[src/rtl/alu_pkg.sv]
// ---------------------------------------------------------------------------
// alu_pkg : opcode constants and sequencer state shared by the ALU and its
//           issue sequencer.            rev 1.0
// ---------------------------------------------------------------------------
`default_nettype none

package alu_pkg;

  localparam int OPC_W = 3;

  localparam logic [OPC_W-1:0] OPC_ADD  = 3'd0;
  localparam logic [OPC_W-1:0] OPC_LESS = 3'd1;
  localparam logic [OPC_W-1:0] OPC_EQ   = 3'd2;
  localparam logic [OPC_W-1:0] OPC_OR   = 3'd3;
  localparam logic [OPC_W-1:0] OPC_AND  = 3'd4;
  localparam logic [OPC_W-1:0] OPC_NOT  = 3'd5;

  localparam logic [OPC_W-1:0] OPC_LAST_LEGAL = OPC_NOT;

  typedef enum logic [1:0] {
    ST_IDLE = 2'd0,
    ST_EXEC = 2'd1,
    ST_RESP = 2'd2
  } seq_state_e;

  function automatic logic opc_legal(input logic [OPC_W-1:0] opc);
    return opc <= OPC_LAST_LEGAL;
  endfunction

endpackage

`default_nettype wire

[src/rtl/alu_regfile.sv]
// ---------------------------------------------------------------------------
// alu_regfile : REGS x N register file, two async read ports, one sync write
//               port, r0 hardwired to zero.   rev 1.0
// ---------------------------------------------------------------------------
`default_nettype none

module alu_regfile #(
  parameter int N    = 32,
  parameter int REGS = 8,
  parameter int RA_W = $clog2(REGS)
) (
  input  logic            clk,
  input  logic            rst_n,
  input  logic [RA_W-1:0] ra_addr,
  output logic [N-1:0]    ra_data,
  input  logic [RA_W-1:0] rb_addr,
  output logic [N-1:0]    rb_data,
  input  logic            we,
  input  logic [RA_W-1:0] wa,
  input  logic [N-1:0]    wd
);

  logic [N-1:0] mem [REGS];

  always_ff @(posedge clk) begin
    if (!rst_n) begin
      for (int i = 0; i < REGS; i++) mem[i] <= '0;
    end else if (we && (wa != '0)) begin
      mem[wa] <= wd;
    end
  end

  assign ra_data = (ra_addr == '0) ? '0 : mem[ra_addr];
  assign rb_data = (rb_addr == '0) ? '0 : mem[rb_addr];

endmodule

`default_nettype wire

[src/rtl/alu_issue_seq.sv]
// ---------------------------------------------------------------------------
// alu_issue_seq : single-issue sequencer in front of the combinational ALU;
//                 reads operands, registers them, writes back the result.
//                 rev 1.0
// ---------------------------------------------------------------------------
`default_nettype none

module alu_issue_seq
  import alu_pkg::*;
#(
  parameter  int N    = 32,
  parameter  int REGS = 8,
  localparam int RA_W = $clog2(REGS)
) (
  input  logic             clk,
  input  logic             rst_n,
  input  logic             in_valid,
  output logic             in_ready,
  input  logic [OPC_W-1:0] in_opcode,
  input  logic [RA_W-1:0]  in_rd,
  input  logic [RA_W-1:0]  in_rs1,
  input  logic [RA_W-1:0]  in_rs2,
  input  logic             in_use_imm,
  input  logic [N-1:0]     in_imm,
  output logic [OPC_W-1:0] alu_opcode,
  output logic [N-1:0]     alu_op_a,
  output logic [N-1:0]     alu_op_b,
  input  logic [N-1:0]     alu_result,
  output logic             out_valid,
  input  logic             out_ready,
  output logic [RA_W-1:0]  out_rd,
  output logic [N-1:0]     out_result,
  output logic             out_illegal,
  output logic [15:0]      instr_count
);

  seq_state_e   state, state_next;
  logic         accept;
  logic         wb_en;
  logic         exec_legal;
  logic [N-1:0] rs1_data, rs2_data;

  alu_regfile #(
    .N    (N),
    .REGS (REGS),
    .RA_W (RA_W)
  ) u_regfile (
    .clk     (clk),
    .rst_n   (rst_n),
    .ra_addr (in_rs1),
    .ra_data (rs1_data),
    .rb_addr (in_rs2),
    .rb_data (rs2_data),
    .we      (wb_en),
    .wa      (out_rd),
    .wd      (alu_result)
  );

  always_ff @(posedge clk) begin
    if (!rst_n) state <= ST_IDLE;
    else        state <= state_next;
  end

  // in_ready is deliberately independent of in_valid
  always_comb begin
    state_next = state;
    in_ready   = 1'b0;
    out_valid  = 1'b0;
    case (state)
      ST_IDLE: begin
        in_ready = 1'b1;
        if (in_valid) state_next = ST_EXEC;
      end
      ST_EXEC: begin
        state_next = ST_RESP;
      end
      ST_RESP: begin
        out_valid = 1'b1;
        in_ready  = out_ready;
        if (out_ready) state_next = in_valid ? ST_EXEC : ST_IDLE;
      end
      default: begin
        state_next = ST_IDLE;
      end
    endcase
  end

  assign accept     = in_valid && in_ready;
  assign exec_legal = opc_legal(alu_opcode);
  assign wb_en      = (state == ST_EXEC) && exec_legal;

  always_ff @(posedge clk) begin
    if (!rst_n) begin
      alu_opcode  <= '0;
      alu_op_a    <= '0;
      alu_op_b    <= '0;
      out_rd      <= '0;
      out_result  <= '0;
      out_illegal <= 1'b0;
      instr_count <= '0;
    end else begin
      if (accept) begin
        alu_opcode <= in_opcode;
        alu_op_a   <= rs1_data;
        alu_op_b   <= in_use_imm ? in_imm : rs2_data;
        out_rd     <= in_rd;
      end
      if (state == ST_EXEC) begin
        out_result  <= exec_legal ? alu_result : '0;
        out_illegal <= !exec_legal;
      end
      if (out_valid && out_ready) instr_count <= instr_count + 16'd1;
    end
  end

endmodule

`default_nettype wire
[config.mk]
export PLATFORM = sky130hd
export DESIGN_NAME = alu_issue_seq
export DESIGN_NICKNAME = d
export VERILOG_FILES = /design/src/rtl/alu_pkg.sv /design/src/rtl/alu_regfile.sv /design/src/rtl/alu_issue_seq.sv
export SDC_FILE = /design/constraint.sdc
export NUM_CORES = 1
export LEC_CHECK = 0
export BUFFER_PORTS_ARGS = -buffer_cell sky130_fd_sc_hd__clkbuf_2
export CAP_MARGIN = 20
export CORE_AREA = 2 2 201 203
export DETAILED_ROUTE_END_ITERATION = 8
export DIE_AREA = 0 0 203 205
export SLEW_MARGIN = 15
export SYNTH_ARGS = -nofsm -noshare
export SYNTH_HDL_FRONTEND = slang
export SYNTH_HIERARCHICAL = 1
export SYNTH_SLANG_ARGS = --single-unit
[constraint.sdc]
create_clock -name clk -period 4.4 [get_ports clk]
set_input_delay 0.88 -clock clk [delete_from_list [all_inputs] [get_ports clk]]
set_output_delay 0.88 -clock clk [all_outputs]
set_load 0.05 [all_outputs]
==> results.toml <==
[run_status]
status = "finished clean"

[clock_tree]
post_cts_resized = 0
cts.clk_slew.worst_paths_ns = 0.05
cts_root_buffer = "clkbuf_16"
cts-buffers-inserted = 40
clk_path_buf_depth = 3
cts_tree = "built"
hold_buffers = 0
cts.sinks = 345
clkLatencyLatePin_ns = 0.55
postCtsSetupRepairBufs = 0
h-tree-depth = 2

[synth]
synth.distinct_cells = 56
synthArstFlopShare = 0
synth_ff_type = "edfxtp_1"
synth_enable_flop_cells = 224
synthCells = 1400
yosys.area_share.simple = 0.140
synthAdderAreaFrac = 0.000714
synth_top_family_by_area = "compound AO/OA/AOI/OAI gates"
synthMuxAreaShare = 0.138
synth.net_count = 1482
syn_area_sq_um = 17500
synthXorXnorAreaFrac = 0.00550
synth-compound-area-share = 0.147
synth_seq_area_share = 0.522
synth.avg_cell_area_sq_um = 12.5
ys_ff_latch = 345
yosysWarnings = 6

[job]
cap_violations = 0

[critical_path]
arrival_ns = 3.30
slowest_delay_ns = 0.88
cpMaxStageDelayCell = "and2b_4"
cp_cell_sequence = "buf_4 -> and2b_4 -> a221oi_2 -> a311oi_1 -> mux2i_1 -> a211oi_1"
cp_max_fo = 35
path_class = "input port to flip-flop"
reg2reg_slack_ns = 1.63
required_ns = 4.86
crit_path_end_kind = "flip-flop"
cp-start-kind = "input port"

[drt]
drtIter0Drc = 927
num_vias = 12000
wl_per_cell_um = 24.8
route.detailed.drc = 0
postRouteAntennaNets = 0
drt_wl_total_mm = 52.6
viasPerCell = 5.65
drtPass1Iterations = 5

[sta]
fin_crit_ns = 2.84
fin_skew_ns = 0.0169
totalNegativeSetupSlack_ns = 0
fin_crit_sh = 0.645
final_hold_viol_count = 0
finalSetupViolCount = 0
hold_ws_ns = 0.453
rsz0062_at_grt = "no"
timing.slew.headroom = 0.226
worst_slack_ns = 1.56
slew_violations = 0
clock.fmax_ghz = 0.352
worstMarginPinSlew_ns = 1.16

[power_and_ir_drop]
powerDensity_nw_per_um2 = 403
vdd_drop_max_uv = 251
p_leak_nw = 8.13

[floorplanning]
core-area_sq_um = 39400
fp.dieW_um = 203
dieArea_sq_um = 41600
initial_utilization = 0.445
io_pins = 202
rows = 73
fp.dieH_um = 205

[place]
place_ws_ns = 1.07
portBuffers = 201
detailed_place_hpwl_mm = 32.5
routabilityCongestion = 0.764

[hold_path]
holdCritPathClass = "flip-flop to flip-flop"

[cells_and_area]
area_growth_pct = 14.8
nets = 1643
drive_gt1_frac = 0.304

[grt]
grt_pass1_vias = 11800
antenna_found_initial = 3
grt_pass1_wl_mm = 77.1
grt_use_total = 0.252
globalRouteOverflowTotal = 0
grt_start_max_net_pins = 76
-- layer usage --
layer / global-route usage / part of all wire / wire length (um)
met3: 0.0482 / 0.071 / 3740
met1: 0.356 / 0.46 / 24100
met5: 0 / 0.00025 / 13
met2: 0.389 / 0.44 / 23400
met4: 0.0847 / 0.026 / 1380
-- final timing paths --
path           startpoint                    to  cells past startpoint
max             in_rs2[0]          alu_op_b[24]                      6
max reg2reg      state[1]  u_regfile/mem[1][10]                      5
min reg2reg  alu_op_a[25]          alu_op_a[25]                      2
min          alu_op_a[25]          alu_op_a[25]                      2
-- cell type report --
cell class                      instances  area, sq um
Inverter                                3         13.8
Tap cell                              525          657
Fill cell                            3479        19200
Clock buffer                           58         1150
Antenna cell                            2         5.00
Timing Repair Buffer                  241         1360
Clock inverter                         14          144
Sequential cell                       345         9150
Multi-Input combinational cell        930         7650
-- synthesized netlist by cell type, drive strengths merged (3+ instances only) --
| cell | number | share of area |
|---|---|---|
| and2 | 226 | 0.081 |
| edfxtp | 224 | 0.38 |
| mux2i | 151 | 0.086 |
| dfxtp | 121 | 0.14 |
| a221oi | 117 | 0.094 |
| nor2 | 84 | 0.018 |
| nand2 | 82 | 0.018 |
| buf | 81 | 0.036 |
| mux2 | 64 | 0.052 |
| a211oi | 44 | 0.019 |
| a21oi | 44 | 0.013 |
| clkbuf | 41 | 0.0096 |
| a22oi | 32 | 0.014 |
| nor2b | 16 | 0.0066 |
| a311oi | 10 | 0.0050 |
| o21ai | 9 | 0.0026 |
| nand3 | 7 | 0.0027 |
| nand2b | 6 | 0.0021 |
| xor2 | 6 | 0.0030 |
| nand4 | 5 | 0.0026 |
| xnor2 | 5 | 0.0025 |
| and3 | 3 | 0.0011 |
| inv | 3 | 0.00064 |
| nor3 | 3 | 0.0011 |
| or3 | 3 | 0.0011 |
-- critical path, delay by kind of cell --
kind	cells	cell delay, ns
compound gates	3	1.07
buf+inv	1	0.28
mux	1	0.16
simple gates	1	0.88
-- power by group --
group / leakage, nW / internal [mW] / switching, mW / total (mW)
Combinational: 4.20 / 0.349 / 0.779 / 1.13
Sequential: 3.30 / 3.59 / 0.0927 / 3.68
Clock: 0.636 / 1.99 / 1.32 / 3.30
-- flip-flops by register name (all words and copies together), names as in the netlist --
name and cells:
out_result 32, alu_op_b 32, instr_count 16, out_illegal 1, u_regfile/mem 224, alu_opcode 3
out_rd 3, alu_op_a 32, state 2
-- metrics by stage --
step / power, mW / instance area [sq um] / utilization / cells
2_1_floorplan: 4.53 / 17500 / - / 1400
3_3_place_gp: 4.86 / 18800 / 0.478 / 2043
3_5_place_dp: 4.88 / 18800 / 0.478 / 2044
4_1_cts: 8.19 / 20100 / 0.511 / 2116
5_1_grt: 8.39 / 20100 / 0.511 / 2116
6_report: 8.11 / 20100 / 0.511 / 2118
-- layout by cell type (no fill, tap or decap), types with 4 or more instances in the layout --
master | netlist | final
nand3_1 | 6 | 5
clkbuf_8 | 0 | 6
nand4_1 | 4 | 4
a311oi_1 | 10 | 10
dfxtp_1 | 121 | 121
a21oi_1 | 43 | 43
clkbuf_16 | 0 | 41
mux2i_1 | 151 | 151
mux2_4 | 50 | 50
a211oi_1 | 43 | 43
a22oi_1 | 32 | 32
clkinv_2 | 0 | 7
xor2_1 | 6 | 6
a221oi_2 | 99 | 99
clkbuf_2 | 5 | 198
a221oi_1 | 18 | 18
nand2_1 | 82 | 82
nor2b_1 | 14 | 12
buf_12 | 4 | 4
xnor2_1 | 5 | 5
edfxtp_1 | 224 | 224
buf_4 | 9 | 39
nor2_1 | 82 | 82
nand2b_1 | 6 | 6
mux2_2 | 10 | 10
mux2_1 | 4 | 4
and2_1 | 225 | 225
clkbuf_1 | 34 | 11
-- logic make-up (layout without fill, tap and decap cells) --
group,after synthesis,count (layout)
AND/OR/NAND/NOR,446,446
flip-flops,345,345
XOR/XNOR,11,11
buffers and inverters,125,316
other,0,2
adder cells (fa/ha/maj),1,1
multiplexers,215,215
AO/OA/AOI/OAI,257,257
(Power assumes the default switching activity.)
